`src/rtl/periph_bus_arbiter.sv`:
```
`default_nettype none
// ============================================================================
// Module      : periph_bus_arbiter
// Description : Two-master (core LSU, JTAG debug) to one-slave peripheral bus
//               arbiter. Round-robin grants, optional bus lock with timeout.
// Revision    : 1.0 - initial release
// ============================================================================
module periph_bus_arbiter #(
    parameter int ADDR_W       = 32,
    parameter int DATA_W       = 32,
    parameter int LOCK_TIMEOUT = 16
) (
    input  logic              clk_i,
    input  logic              rst_ni,
    // master 0 (core LSU)
    input  logic              m0_req_i,
    input  logic              m0_lock_i,
    input  logic [3:0]        m0_sel_i,
    input  logic [ADDR_W-1:0] m0_addr_i,
    input  logic              m0_we_i,
    input  logic [DATA_W-1:0] m0_wdata_i,
    output logic              m0_gnt_o,
    output logic              m0_rvalid_o,
    output logic [DATA_W-1:0] m0_rdata_o,
    // master 1 (JTAG debug module)
    input  logic              m1_req_i,
    input  logic              m1_lock_i,
    input  logic [3:0]        m1_sel_i,
    input  logic [ADDR_W-1:0] m1_addr_i,
    input  logic              m1_we_i,
    input  logic [DATA_W-1:0] m1_wdata_i,
    output logic              m1_gnt_o,
    output logic              m1_rvalid_o,
    output logic [DATA_W-1:0] m1_rdata_o,
    // slave port
    output logic              s_req_o,
    output logic [3:0]        s_sel_o,
    output logic [ADDR_W-1:0] s_addr_o,
    output logic              s_we_o,
    output logic [DATA_W-1:0] s_wdata_o,
    input  logic              s_rvalid_i,
    input  logic [DATA_W-1:0] s_rdata_i,
    // status
    output logic              lock_timeout_o,
    output logic [1:0]        owner_o
);

    typedef enum logic [1:0] {
        IDLE  = 2'd0,
        LOCK0 = 2'd1,
        LOCK1 = 2'd2
    } state_e;

    localparam int CNT_W = (LOCK_TIMEOUT > 0) ? $clog2(LOCK_TIMEOUT + 1) : 1;
    localparam logic [CNT_W-1:0] CNT_LAST = CNT_W'(LOCK_TIMEOUT - 1);
    localparam logic TIMEOUT_EN = (LOCK_TIMEOUT != 0);

    state_e           state_q, state_d;
    logic             rr_q, rr_d;          // 0: m0 wins a tie, 1: m1 wins
    logic [CNT_W-1:0] cnt_q, cnt_d;
    logic [1:0]       armed_q, armed_d;
    logic             timeout_q, timeout_d;

    logic             gnt0, gnt1;          // raw grant decision
    logic             g0, g1;              // grants suppressed while in reset

    // State registers; everything (including an active lock) clears on reset.
    always_ff @(posedge clk_i or negedge rst_ni) begin
        if (!rst_ni) begin
            state_q   <= IDLE;
            rr_q      <= 1'b0;
            cnt_q     <= '0;
            armed_q   <= 2'b11;
            timeout_q <= 1'b0;
        end else begin
            state_q   <= state_d;
            rr_q      <= rr_d;
            cnt_q     <= cnt_d;
            armed_q   <= armed_d;
            timeout_q <= timeout_d;
        end
    end

    // Grant decision, lock entry/exit, timeout and re-arming.
    always_comb begin
        gnt0      = 1'b0;
        gnt1      = 1'b0;
        state_d   = state_q;
        rr_d      = rr_q;
        cnt_d     = cnt_q;
        armed_d   = armed_q;
        timeout_d = 1'b0;

        // A master that drops its lock request may lock again later.
        if (!m0_lock_i) armed_d[0] = 1'b1;
        if (!m1_lock_i) armed_d[1] = 1'b1;

        case (state_q)
            IDLE: begin
                if (m0_req_i && (!m1_req_i || !rr_q)) begin
                    gnt0 = 1'b1;
                end else if (m1_req_i) begin
                    gnt1 = 1'b1;
                end
                if (gnt0) begin
                    rr_d = 1'b1;
                    if (m0_lock_i && armed_q[0]) begin
                        state_d = LOCK0;
                        cnt_d   = '0;
                    end
                end
                if (gnt1) begin
                    rr_d = 1'b0;
                    if (m1_lock_i && armed_q[1]) begin
                        state_d = LOCK1;
                        cnt_d   = '0;
                    end
                end
            end
            LOCK0: begin
                gnt0 = m0_req_i;
                if (TIMEOUT_EN) cnt_d = cnt_q + CNT_W'(1);
                if (!m0_lock_i) begin
                    state_d = IDLE;
                    rr_d    = 1'b1;
                end else if (TIMEOUT_EN && (cnt_q == CNT_LAST)) begin
                    state_d    = IDLE;
                    rr_d       = 1'b1;
                    armed_d[0] = 1'b0;
                    timeout_d  = 1'b1;
                end
            end
            LOCK1: begin
                gnt1 = m1_req_i;
                if (TIMEOUT_EN) cnt_d = cnt_q + CNT_W'(1);
                if (!m1_lock_i) begin
                    state_d = IDLE;
                    rr_d    = 1'b0;
                end else if (TIMEOUT_EN && (cnt_q == CNT_LAST)) begin
                    state_d    = IDLE;
                    rr_d       = 1'b0;
                    armed_d[1] = 1'b0;
                    timeout_d  = 1'b1;
                end
            end
            default: state_d = IDLE;
        endcase
    end

    // No access may slip through while reset is held.
    assign g0 = gnt0 & rst_ni;
    assign g1 = gnt1 & rst_ni;

    assign m0_gnt_o = g0;
    assign m1_gnt_o = g1;

    // Request/response steering; ungranted paths are forced to zero.
    always_comb begin
        s_req_o   = g0 | g1;
        s_sel_o   = '0;
        s_addr_o  = '0;
        s_we_o    = 1'b0;
        s_wdata_o = '0;
        if (g0) begin
            s_sel_o   = m0_sel_i;
            s_addr_o  = m0_addr_i;
            s_we_o    = m0_we_i;
            s_wdata_o = m0_wdata_i;
        end else if (g1) begin
            s_sel_o   = m1_sel_i;
            s_addr_o  = m1_addr_i;
            s_we_o    = m1_we_i;
            s_wdata_o = m1_wdata_i;
        end
    end

    assign m0_rvalid_o = g0 & s_rvalid_i;
    assign m1_rvalid_o = g1 & s_rvalid_i;
    assign m0_rdata_o  = g0 ? s_rdata_i : '0;
    assign m1_rdata_o  = g1 ? s_rdata_i : '0;

    assign lock_timeout_o = timeout_q;
    assign owner_o        = {state_q != IDLE, state_q == LOCK1};

endmodule
`default_nettype wire

```
`config.mk`:
```
export PLATFORM = sky130hd
export DESIGN_NAME = periph_bus_arbiter
export DESIGN_NICKNAME = d
export VERILOG_FILES = /design/src/rtl/periph_bus_arbiter.sv
export SDC_FILE = /design/constraint.sdc
export NUM_CORES = 1
export LEC_CHECK = 0
export ABC_AREA = 1
export CAP_MARGIN = 40
export CORE_AREA = 2 2 123 125
export CTS_BUF_LIST = sky130_fd_sc_hd__clkbuf_4
export DETAILED_ROUTE_END_ITERATION = 8
export DIE_AREA = 0 0 125 127
export SLEW_MARGIN = 20
export SYNTH_ARGS = -nofsm -noshare
export SYNTH_HDL_FRONTEND = slang
export SYNTH_SLANG_ARGS = --single-unit
```
`constraint.sdc`:
```
create_clock -name clk_i -period 4.4 [get_ports clk_i]
set_input_delay 0.44 -clock clk_i [delete_from_list [all_inputs] [get_ports clk_i]]
set_output_delay 0.44 -clock clk_i [all_outputs]
set_load 0.05 [all_outputs]
```
Word-level counts from Yosys, hierarchy flattened
Cells that the tools add are included.
Word-level totals
  output and inout bits: 141
  bits in registers: 11
  word-level logic and storage cells: 78
  input bits: 177
Cells by class
  eq/ne operators: 6
  reductions and logical operators: 12
  multiplexer cells: 49
  bitwise gates (word level): 5
  add/sub/neg operators: 1
Operators with widths (number)
  2-to-1 mux 32 bit: 6
  2-to-1 mux 1 bit: 24
  2-to-1 mux 5 bit: 4
  2-to-1 mux 2 bit: 7
  case mux 5 bit (2 select lines): 1
  2-to-1 mux 4 bit: 2
  != test 3 bit, second input constant: 2
  case mux 1 bit (2 select lines): 3
  case mux 2 bit (3 select lines): 1
  adder 5 x 1 -> 5 bit, second input constant: 1
  equality test 5 x 4 -> 1 bit, second input constant: 1
  bitwise AND 1 bit: 4
  AND reduction 4 bit: 1
  nonzero test 2 bit: 2
  logical AND 1 bit: 3
  != test 3 x 2 -> 1 bit, second input constant: 1
  case mux 1 bit (3 select lines): 1
  nonzero test 3 bit: 1
  equality test 2 x 1 -> 1 bit, second input constant: 1
  equality test 2 bit, second input constant: 1
  logical NOT 1 bit: 2
  logical NOT 2 bit: 1
  OR reduction 2 bit: 1
  logical OR 1 bit: 1
  OR 1 bit: 1

Logic depth before layout (Yosys ltp)
Gate-level depths: netlist of run 1.
  word-level depth: 9
  gate-level depth with buffers: 9
  mapped depth without buffers: 9

Worst setup path before layout of run 1
OpenSTA, ideal clock, no wires.
  kind: reg2out
  start: register state_q[0]
  end: output s_wdata_o[10]
  arrival time: 2.593 ns
  slack: 1.367 ns
  cell stages (with the launch flop): 8
  buffers on the path: 1
  data required time: 3.960 ns
  cells stage by stage: dfrtp_1 -> inv_1 -> ha_1 -> inv_1 -> nand2_1 -> nand3_2 -> clkbuf_1 -> o21ai_0
Between the ends
  cells in the longest elaborated chain, start to end: 5
  elaborated cells between the ends (all ways): 9
  classes of those cells: 2 x eq/ne; 4 x mux; 2 x bitwise; 1 x reduce/logical
Ends and longest elaborated chain
  start, declared: RTL line 58  | state_e state_q, state_d;
  start signal, assigned: RTL line 76  | state_q <= state_d;
  equality test 2 bit
  net owner_o[0]: RTL line 45  | output logic [1:0] owner_o
  case mux 1 bit (2 select lines): RTL line 98  | case (state_q)
  bitwise AND 1 bit: RTL line 152  | assign g1 = gnt1 & rst_ni;
  2-to-1 mux 32 bit: RTL line 169  | end else if (g1) begin
  2-to-1 mux 32 bit: RTL line 164  | if (g0) begin
  end, declared: RTL line 40  | output logic [DATA_W-1:0] s_wdata_o,
The timed path passes the listed nets, and every way through them passes these cells.

Final worst setup path of run 1
  start: input m1_req_i
  end: output m1_rdata_o[21]
Between the ends
  cells in the longest elaborated chain, start to end: 8
  elaborated cells between the ends (all ways): 9
  classes of those cells: 5 x mux; 1 x bitwise; 3 x reduce/logical
Ends and longest elaborated chain
  start, declared: RTL line 26  | input logic m1_req_i,
  logical NOT 1 bit: RTL line 100  | if (m0_req_i && (!m1_req_i || !rr_q)) begin
  logical OR 1 bit: RTL line 100
  logical AND 1 bit: RTL line 100
  2-to-1 mux 1 bit: RTL line 100
  2-to-1 mux 1 bit: RTL line 98
  case mux 1 bit (2 select lines) *: RTL line 98
  bitwise AND 1 bit *: RTL line 152
  2-to-1 mux 32 bit *: RTL line 180  | assign m1_rdata_o = g1 ? s_rdata_i : '0;
  end, declared: RTL line 34  | output logic [DATA_W-1:0] m1_rdata_o,
Mark *: on every way between the ends. The rest lies on a longest branch, timed or not. The select of a mux whose other input is x is not followed.

==> results of run 1 <==
flip-flops by register name, summed over array words and instances (netlist names):
signal and cells:
state_q 2, armed_q 2, cnt_q 5, rr_q 1
lock_timeout_o 1
power groups by stage:
stage               logic (W)  registers, W  clock network [W]
finish                0.00209      0.000149          0.0000696
global route          0.00221      0.000154          0.0000777
CTS                   0.00211      0.000149          0.0000731
global placement      0.00210      0.000151                  0
detailed placement    0.00211      0.000151                  0
floorplan             0.00125      0.000146                  0
through the flow:
step / setup slack, ps / util / instance area, sq um
global placement: 895.4 / 0.4097 / 5909
finish: 857.2 / 0.4116 / 5937
detailed placement: 868.6 / 0.4097 / 5909
CTS: 869.9 / 0.4116 / 5937
global route: 708.5 / 0.4116 / 5937
floorplan: 1367 / - / 2268
worst max-delay path, cell delays in order:
cell             delay, ps
clkdlybuf4s50_1        600
nand2_2                110
nand2_2                 90
nand2_1                 50
nand2_1                100
nand3_4                350
buf_12                 350
nor2_1                 140
clkdlybuf4s50_1        810
routing by layer:
metal / global-route usage / up-vias / part of all wire
met3: 0.02136 / 6 / 0.057
met4: 0.01242 / 0 / 0.0075
met5: 0 / - / 0
met1: 0.2019 / 1588 / 0.43
li1: - / 1951 / -
met2: 0.2816 / 164 / 0.51
kinds of logic (layout without fill, tap and decap cells):
kind of cell / Yosys count / in the layout / share of synthesized area
simple gates: 262 / 262 / 0.4462
flops: 11 / 11 / 0.1225
buf+inv: 80 / 386 / 0.1748
fa+ha+maj: 7 / 7 / 0.03861
mux: 1 / 1 / 0.004413
compound gates: 77 / 77 / 0.2135
how the worst min path moves through the flow:
stage	to	slack (ps)	start
CTS	cnt_q[3]	480	rst_ni
global placement	cnt_q[4]	460	cnt_q[4]
floorplan	cnt_q[0]	140	rst_ni
finish	cnt_q[4]	470	cnt_q[4]
global route	cnt_q[3]	500	rst_ni
detailed placement	cnt_q[4]	470	cnt_q[4]
cell usage in the layout (no fill, tap or decap):
cell type / n
o21ai_0: 24
nand2_1: 177
nand4_1: 1
nand2_4: 1
nand3b_1: 1
mux2i_1: 1
inv_2: 1
o21ai_1: 21
dfstp_2: 2
inv_1: 50
ha_1: 7
nand2_2: 2
nand3_4: 1
a21oi_1: 4
nand3_1: 7
clkbuf_4: 3
buf_4: 44
dfrtp_1: 9
nor2_1: 72
a211oi_1: 1
o22ai_1: 2
clkinv_2: 1
o21ai_2: 25
buf_12: 40
clkdlybuf4s50_1: 247
cell type report:
type / count / share of cell area
inverters: 51 / 0.03224
flip-flops and latches: 11 / 0.04679
clock inverters: 1 / 0.0008430
clock buffers: 3 / 0.003793
repair buffers: 331 / 0.6070
well taps: 184 / 0.03878
multi-input cells: 347 / 0.2706
==> summary.md, run 1 <==
| Metric | Value |
|---|---|
| Status | finished clean |
| Final Skew | 3.597 ps |
| WP data arrival | 3100 ps |
| H-tree Lvls | 1 |
| Total power draw | 0.002311 W |
| Clock power share | 0.030 |
| Clock root cell | clkbuf_4 |
| Setup Crit Path Kind | input pin to output port |
| Mapped cell area | 2268 sq um |
| Synthesized net count | 622 |
| Crit Path Max Fanout | 57 |
| Synth unique cells | 24 |
| Dpl cells | 924 |
| Clk buf depth | 2 |
| Maxcap violations | 0 |
| DR WL/cell | 14.19 um |
| Synth top area share | 0.2929 |
| Worst reg-to-reg setup slack | 2820 ps |
| Full die area | 15880 sq um |
| Gr usage total | 0.1544 |
| LEAKAGE | 2.740 nW |
| Chip width | 125 um |
| Port bufs | 317 |
| Mapped Cells | 438 |
| Initial antenna violation count | 0 |
| Vias in the first global route | 3535 |
| Yosys warnings | 0 |
| Clock period minus worst slack | 3543 ps |
| Reg area | 277.8 sq um |
| Residual DRC | 0 |
| Syn_area_per_cell | 5.179 sq um |
| PD cells | 389.3 nW/um^2 |
| Routed Antenna Nets | 0 |
| Fmax | 282.3 MHz |
| Hold Slack | 474.7 ps |
| Area Growth Syn to Fin | 161.7% |
| Sum of negative setup slack | 0 ps |
| Switching part of the total power | 0.5910 |
| Total grt overflow | 0 |
| Reg2reg start | cnt_q[0] |
| Cts repair resizes | 0 |
| NetSw | 0.001366 W |
| Layout cell share with drive strength beyond 1 | 0.1613 |
| Crit path launch type | input pin |
| Hold Violations, Final | 0 |
| Area contributors post-synth | nand2_1 (29%), nor2_1 (12%), dfrtp_1 (9.9%) |
| Worst Setup End Kind | output port |
| Die H | 127 um |
| First-pass GRT wire length | 20.02 mm |
| Min-Delay Path Class | register to register |
| Worst-Margin Slew | 575.4 ps |
| FP Rows | 44 |
| Cell taking the most area after synthesis | nand2_1 |
| Yosys reg bits | 11 |
| CP endpoint | m1_rdata_o[21] |
| Clk Latency, worst-skew pair | 270 ps |
| Commonest cells post-synth | nand2_1 (177), nor2_1 (72), inv_1 (50), o21ai_2 (25), o21ai_0 (24) |
| Capturing point of the worst reg2reg path | rr_q |
| Initial Util | 0.1573 |
| Relative slew slack | 0.6152 |
| Clock Sink Count | 11 |
| Nets | 929 |
| CTS Buf Count | 3 |
| Crit path required time | 3960 ps |
| Number of synthesized flops with an enable pin | 0 |
| Int Power | 0.0009453 W |
| CTS tree | done |
| Main synth FF type | dfrtp_1 |
| Pins Over Slew Limit | 0 |
| Placer Congestion | 0.8517 |
| Fraction of registers with async set/reset | 1.000 |
| Worst vdd ir | 0.2495 mV |
| Initial DRC count | 105 |
| Via density per instance | 3.997 |
| Count leader, synth | nand2_1 |
| Fill count | 1519 |
| Largest net degree at the start of global routing | 58 |
| Reg power frac | 0.064 |
| Comb pwr share | 0.906 |
| Top Ports | 318 |
| Final count of negative-setup-slack endpoints | 0 |
| Placeable Area | 14420 sq um |
| Cts hold-fix bufs | 0 |
| HPWL Detailed | 11.00 mm |
| Fin crit share | 0.8052 |
| Postcts setup bufs | 0 |
| Routed via count | 3709 |
| Multi-input combinational cell area | 1607 sq um |
| N_diodes | 0 |
| DRT Pass-1 Iters | 4 |
| Worst hold stages | 2 |
| Crit. Startpoint | m1_req_i |
| Final cell count without fillers | 928 |
| Post-synthesis sequential area ratio | 0.1224 |
| R2R cell count | 8 |
| Final WL | 13.17 mm |
| Worst-path clk slew | 70 ps |
| RSZ-0062 raised after global routing | false |
No activity file was read; power rests on OpenSTA's default activity.
==> run 2: changes to the inputs <==
CORE_AREA = 2 2 122 124   (was 2 2 123 125)
DIE_AREA = 0 0 124 126   (was 0 0 125 127)
clock period = 2.9 ns   (was 4.4 ns; I/O delays follow)
==> run 2 against run 1 <==
  * Non-clock buffer count is 2 lower
  * Critical endpoint is now s_addr_o[2]
  * Clock power grew 58%
  * Count of clock-buffer cells in the layout unchanged
  * Largest power group unchanged
==> summary.md, run 2 (synthesized netlist as in run 1, its figures left out) <==
| Metric | Value |
|---|---|
| Status | finished clean (unchanged) |
| RSZ-0062 raised after global routing | false (unchanged) |
| Residual DRC | 0 (unchanged) |
| Port bufs | 317 (unchanged) |
| Design area | 7066 sq um (was 5937 sq um) |
| Met1 Usage GRT | 0.2032 (was 0.2019) |
| N_diodes | 0 (unchanged) |
| Total grt overflow | 0 (unchanged) |
| First-pass GRT wire length | 19.73 mm (was 20.02 mm) |
| Layout cell share with drive strength beyond 1 | 0.2507 (was 0.1613) |
| Met2 Track Usage GR | 0.2860 (was 0.2816) |
| Crit Path Max Fanout | 32 (was 57) |
| Initial antenna violation count | 0 (unchanged) |
| Min-Delay Path Class | input pin to asynchronous set/reset pin (was register to register) |
| Placer Congestion | 0.8046 (was 0.8517) |
| Sum of negative setup slack | 0 ps (unchanged) |
| Most common cell after layout, fill and taps aside | clkdlybuf4s50_1 (unchanged) |
| DR WL/cell | 15.07 um (was 14.19 um) |
| Dpl cells | 922 (was 924) |
| Vias in the first global route | 3358 (was 3535) |
| Full die area | 15620 sq um (was 15880 sq um) |
| Grt peak-use layer | met2 (unchanged) |
| CTS Buf Count | 3 (unchanged) |
| Switching part of the total power | 0.5377 (was 0.5910) |
| Reg power frac | 0.056 (was 0.064) |
| Initial Util | 0.1585 (was 0.1573) |
| PD cells | 578.6 nW/um^2 (was 389.3 nW/um^2) |
| Hold Violations, Final | 0 (unchanged) |
| Largest net degree at the start of global routing | 79 (was 58) |
| Chip width | 124 um (was 125 um) |
| Biggest regs | cnt_q (5), armed_q (2), state_q (2) (unchanged) |
| Clock power share | 0.027 (was 0.030) |
| Clk buf depth | 2 (unchanged) |
| Cts repair resizes | 0 (unchanged) |
| Clock period minus worst slack | 2708 ps |
| NetSw | 0.002198 W (was 0.001366 W) |
| Postcts setup bufs | 0 (unchanged) |
| Crit path launch type | register (was input pin) |
| Most frequent cells in the layout | clkdlybuf4s50_1 (179), nand2_1 (177), buf_12 (145) (was clkdlybuf4s50_1 (247), nand2_1 (177), nor2_1 (72)) |
| Gr usage total | 0.1635 (was 0.1544) |
| Reg with most FFs | cnt_q (unchanged) |
| Met3 Resource Use GR | 0.04076 (was 0.02136) |
| Comb pwr share | 0.918 (was 0.906) |
| Crit path required time | 2610 ps (was 3960 ps) |
| Final cell count without fillers | 926 (was 928) |
| Post-DP Area | 7038 sq um (was 5909 sq um) |
| Final count of negative-setup-slack endpoints | 0 (unchanged) |
| Final WS setup | 192.0 ps (was 857.2 ps) |
| Max reg flops | 5 (unchanged) |
| Worst-Margin Slew | 523.5 ps (was 575.4 ps) |
| WP data arrival | 2420 ps (was 3100 ps) |
| Top Ports | 318 (unchanged) |
| Final Skew | 2.217 ps (was 3.597 ps) |
| Nets | 927 (was 929) |
| Routed via count | 3717 (was 3709) |
| FP Rows | 44 (unchanged) |
| CTS tree | done (unchanged) |
| LEAKAGE | 3.185 nW (was 2.740 nW) |
| H-tree Lvls | 1 (unchanged) |
| Fin crit share | 0.9338 |
| Worst Setup End Kind | output port (unchanged) |
| Worst-path clk slew | 80 ps (was 70 ps) |
| Clock Sink Count | 11 (unchanged) |
| Die H | 126 um (was 127 um) |
| Routed Antenna Nets | 0 (unchanged) |
| Initial DRC count | 209 (was 105) |
| Fmax | 369.3 MHz |
| Setup Crit Path Kind | register to output port (was input pin to output port) |
| Relative slew slack | 0.6499 (was 0.6152) |
| Area Growth Syn to Fin | 211.5% (was 161.7%) |
| Clock root cell | clkbuf_4 (unchanged) |
| Via density per instance | 4.014 (was 3.997) |
| Maxcap violations | 0 (unchanged) |
| Placeable Area | 14310 sq um (was 14420 sq um) |
| Pins Over Slew Limit | 0 (unchanged) |
| Final WL | 13.95 mm (was 13.17 mm) |
| Cts hold-fix bufs | 0 (unchanged) |
| Worst slack at placement | 380.4 ps (was 868.6 ps) |
| Clk Latency, worst-skew pair | 280 ps (was 270 ps) |
| DRT Pass-1 Iters | 4 (unchanged) |
| Worst vdd ir | 0.4017 mV (was 0.2495 mV) |
| HPWL Detailed | 11.71 mm (was 11.00 mm) |
| Int Power | 0.001890 W (was 0.0009453 W) |
-- run 2: changes by cell type in the layout (fill, tap and decap cells not counted) --
cell	delta
clkdlybuf4s50_1	-68
buf_12	+105
buf_4	-39
-- run 2: final cells by class --
class | instances | area (sq um)
clock inverter | 1 | 5.005
timing repair buffer | 329 | 4732
inverter | 51 | 191.4
fill | 1344 | 7248
multi-input combinational | 347 | 1607
clock buffer | 3 | 22.52
sequential | 11 | 277.8
tap | 184 | 230.2
-- run 2: path summary, 6_finish.rpt --
path / start / endpoint / cells past startpoint / slack, ps
max: state_q[0] / s_addr_o[2] / 9 / 190
min: rst_ni / cnt_q[4] / 2 / 450
max reg2reg: cnt_q[0] / rr_q / 8 / 1340
min reg2reg: cnt_q[4] / cnt_q[4] / 2 / 480
max in group asynchronous: rst_ni / armed_q[0] / 2 / 2220
min in group clk_i: cnt_q[4] / cnt_q[4] / 2 / 480
-- run 2: power by group through the flow --
stage	logic, W	clock network, W	registers (W)
6_report	0.00375	0.000110	0.000227
3_5_place_dp	0.00378	0	0.000230
4_1_cts	0.00379	0.000117	0.000227
5_1_grt	0.00393	0.000124	0.000233
3_3_place_gp	0.00377	0	0.000229
2_1_floorplan	0.00189	0	0.000221
-- run 2: stage by stage --
step           hold slack (ps)    util  power [W]
6_report                 449.5  0.4936   0.004088
5_1_grt                  464.0  0.4936   0.004291
4_1_cts                  452.0  0.4936   0.004130
3_5_place_dp             460.5  0.4917   0.004007
3_3_place_gp             456.9  0.4917   0.003999
2_1_floorplan           -5.591       -   0.002111
-- run 2: worst max-delay path, stage by stage (launching register included) --
cell and delay (ps):
dfrtp_1 440, inv_1 120, ha_1 280, nand2_1 90, nand2_1 110, nand3_4 240, buf_12 260, buf_12 160
o21ai_1 240, buf_12 180
-- run 2: per-layer routing --
layer	up-vias	wire, um
met5	-	0
met4	0	195
met3	10	1316
met2	173	6855
met1	1584	5583
li1	1950	-
==> run 3: changes to the inputs <==
PLACE_DENSITY = 0.64   (was not set)
==> run 3 against run 2 <==
  * First-iteration DRC count fell by 11%
  * Critical endpoint is now s_wdata_o[17]
  * Critical path depth fell by 1
  * Wire length rose by 0.74%
  * Hold slack got worse by 22 ps
  * Critical path type unchanged
  * Global-route usage rose by 0.68 points
  * Sequential cell count did not move
  * Clock skew rose by 3.6 ps
==> summary.md, run 3 (synthesized netlist as in run 1, its figures left out) <==
| Metric | Value |
|---|---|
| Status | finished clean (unchanged) |
| Sum of negative setup slack | 0 ps (unchanged) |
| WP data arrival | 2360 ps (was 2420 ps) |
| Final WL | 14.05 mm (was 13.95 mm) |
| Pins Over Slew Limit | 0 (unchanged) |
| Relative slew slack | 0.6640 (was 0.6499) |
| Chip width | 124 um (unchanged) |
| First-pass GRT wire length | 20.80 mm (was 19.73 mm) |
| Placeable Area | 14310 sq um (unchanged) |
| DRT Pass-1 Iters | 4 (unchanged) |
| Most common cell after layout, fill and taps aside | clkdlybuf4s50_1 (unchanged) |
| Largest net degree at the start of global routing | 63 (was 79) |
| CTS Buf Count | 3 (unchanged) |
| Port bufs | 317 (unchanged) |
| Crit path launch type | register (unchanged) |
| Worst-Margin Slew | 502.5 ps (was 523.5 ps) |
| Cts hold-fix bufs | 0 (unchanged) |
| Worst-path clk slew | 70 ps (was 80 ps) |
| Residual DRC | 0 (unchanged) |
| PD cells | 578.1 nW/um^2 (was 578.6 nW/um^2) |
| Initial DRC count | 187 (was 209) |
| Worst vdd ir | 0.3125 mV (was 0.4017 mV) |
| Maxcap violations | 0 (unchanged) |
| Most frequent cells in the layout | clkdlybuf4s50_1 (179), nand2_1 (177), buf_12 (143) (was clkdlybuf4s50_1 (179), nand2_1 (177), buf_12 (145)) |
| Clk Latency, worst-skew pair | 270 ps (was 280 ps) |
| Crit path required time | 2610 ps (about the same) |
| Via density per instance | 4.136 (was 4.014) |
| Vias in the first global route | 3700 (was 3358) |
| Clock period minus worst slack | 2648 ps (was 2708 ps) |
| Clock Sink Count | 11 (unchanged) |
| Top Ports | 318 (unchanged) |
| Min-Delay Path Class | input pin to asynchronous set/reset pin (unchanged) |
| FP Rows | 44 (unchanged) |
| LEAKAGE | 3.168 nW (was 3.185 nW) |
| Fmax | 377.6 MHz (was 369.3 MHz) |
| Total grt overflow | 0 (unchanged) |
| Postcts setup bufs | 0 (unchanged) |
| Reg with most FFs | cnt_q (unchanged) |
| Routed via count | 3834 (was 3717) |
| Setup Crit Path Kind | register to output port (unchanged) |
| CTS tree | done (unchanged) |
| Nets | 926 (was 927) |
| Crit Path Max Fanout | 55 (was 32) |
| Initial antenna violation count | 2 (was 0) |
| Worst Setup End Kind | output port (unchanged) |
| Cts repair resizes | 0 (unchanged) |
| Biggest regs | cnt_q (5), armed_q (2), state_q (2) (unchanged) |
| H-tree Lvls | 1 (unchanged) |
| Final cell count without fillers | 927 (was 926) |
| Full die area | 15620 sq um (unchanged) |
| Area Growth Syn to Fin | 210.3% (was 211.5%) |
| Hold Violations, Final | 0 (unchanged) |
| Initial Util | 0.1585 (unchanged) |
| Gr usage total | 0.1703 (was 0.1635) |
| Clock root cell | clkbuf_4 (unchanged) |
| DR WL/cell | 15.16 um (was 15.07 um) |
| HPWL Detailed | 11.87 mm (was 11.71 mm) |
| Dpl cells | 921 (was 922) |
| RSZ-0062 raised after global routing | false (unchanged) |
| Final Skew | 5.849 ps (was 2.217 ps) |
| Max reg flops | 5 (unchanged) |
| Routed Antenna Nets | 0 (unchanged) |
| Die H | 126 um (unchanged) |
| Final count of negative-setup-slack endpoints | 0 (unchanged) |
| Clk buf depth | 2 (unchanged) |
| Placer Congestion | 0.8116 (was 0.8046) |
| Fin crit share | 0.9131 (was 0.9338) |
| Layout cell share with drive strength beyond 1 | 0.2497 (was 0.2507) |
## run 3: changes by cell type in the layout (fill, tap and decap cells not counted)
cell / before / now
buf_12: 145 / 143
diode_2: 0 / 2
buf_4: 5 / 6
## run 3: worst max-delay path: stages, from the launching register on
cell	delay, ps
dfrtp_1	430
inv_1	120
ha_1	260
nand2_1	80
nand2_1	100
nand3_4	220
buf_12	260
o21ai_0	360
buf_12	190
## run 3: power by group
group          switching [W]  internal, W
clock network      0.0000546    0.0000510
registers          0.0000377     0.000189
logic                0.00210      0.00163
## run 3: layout make-up
class	count	area (sq um)
antenna	2	5.005
clock buffer	3	22.52
clock inverter	1	5.005
fill	1328	7276
inverter	51	191.4
multi-input combinational	347	1607
sequential	11	277.8
tap	184	230.2
timing repair buffer	328	4700
## run 3: per-layer routing
layer	wire length, um	global-route usage	vias up
li1	-	-	1947
met1	5590	0.2072	1695
met2	7050	0.3048	178
met3	1232	0.04076	14
met4	180	0.02974	0
met5	0	0	-
## run 3: through the flow
step           utilization  hold slack, ps  setup WS [ps]  area [sq um]  power (W)
2_1_floorplan            -          -5.591          16.80          2268   0.002111
3_3_place_gp        0.4894           455.1          454.3          7005   0.003985
5_1_grt             0.4915           434.2          57.29          7036   0.004278
3_5_place_dp        0.4894           458.9          447.2          7005   0.003995
4_1_cts             0.4913           431.2          267.2          7033   0.004108
6_report            0.4917           427.1          252.0          7038   0.004068
## run 3: worst paths after layout
check | from | endpoint | slack [ps] | depth (start not counted)
min in group clk_i | cnt_q[4] | cnt_q[4] | 480 | 2
setup / recovery | state_q[0] | s_wdata_o[17] | 250 | 8
hold reg to reg | cnt_q[4] | cnt_q[4] | 480 | 2
max in group asynchronous | rst_ni | armed_q[1] | 2270 | 2
setup reg to reg | cnt_q[0] | rr_q | 1360 | 8
hold / removal | rst_ni | rr_q | 430 | 2
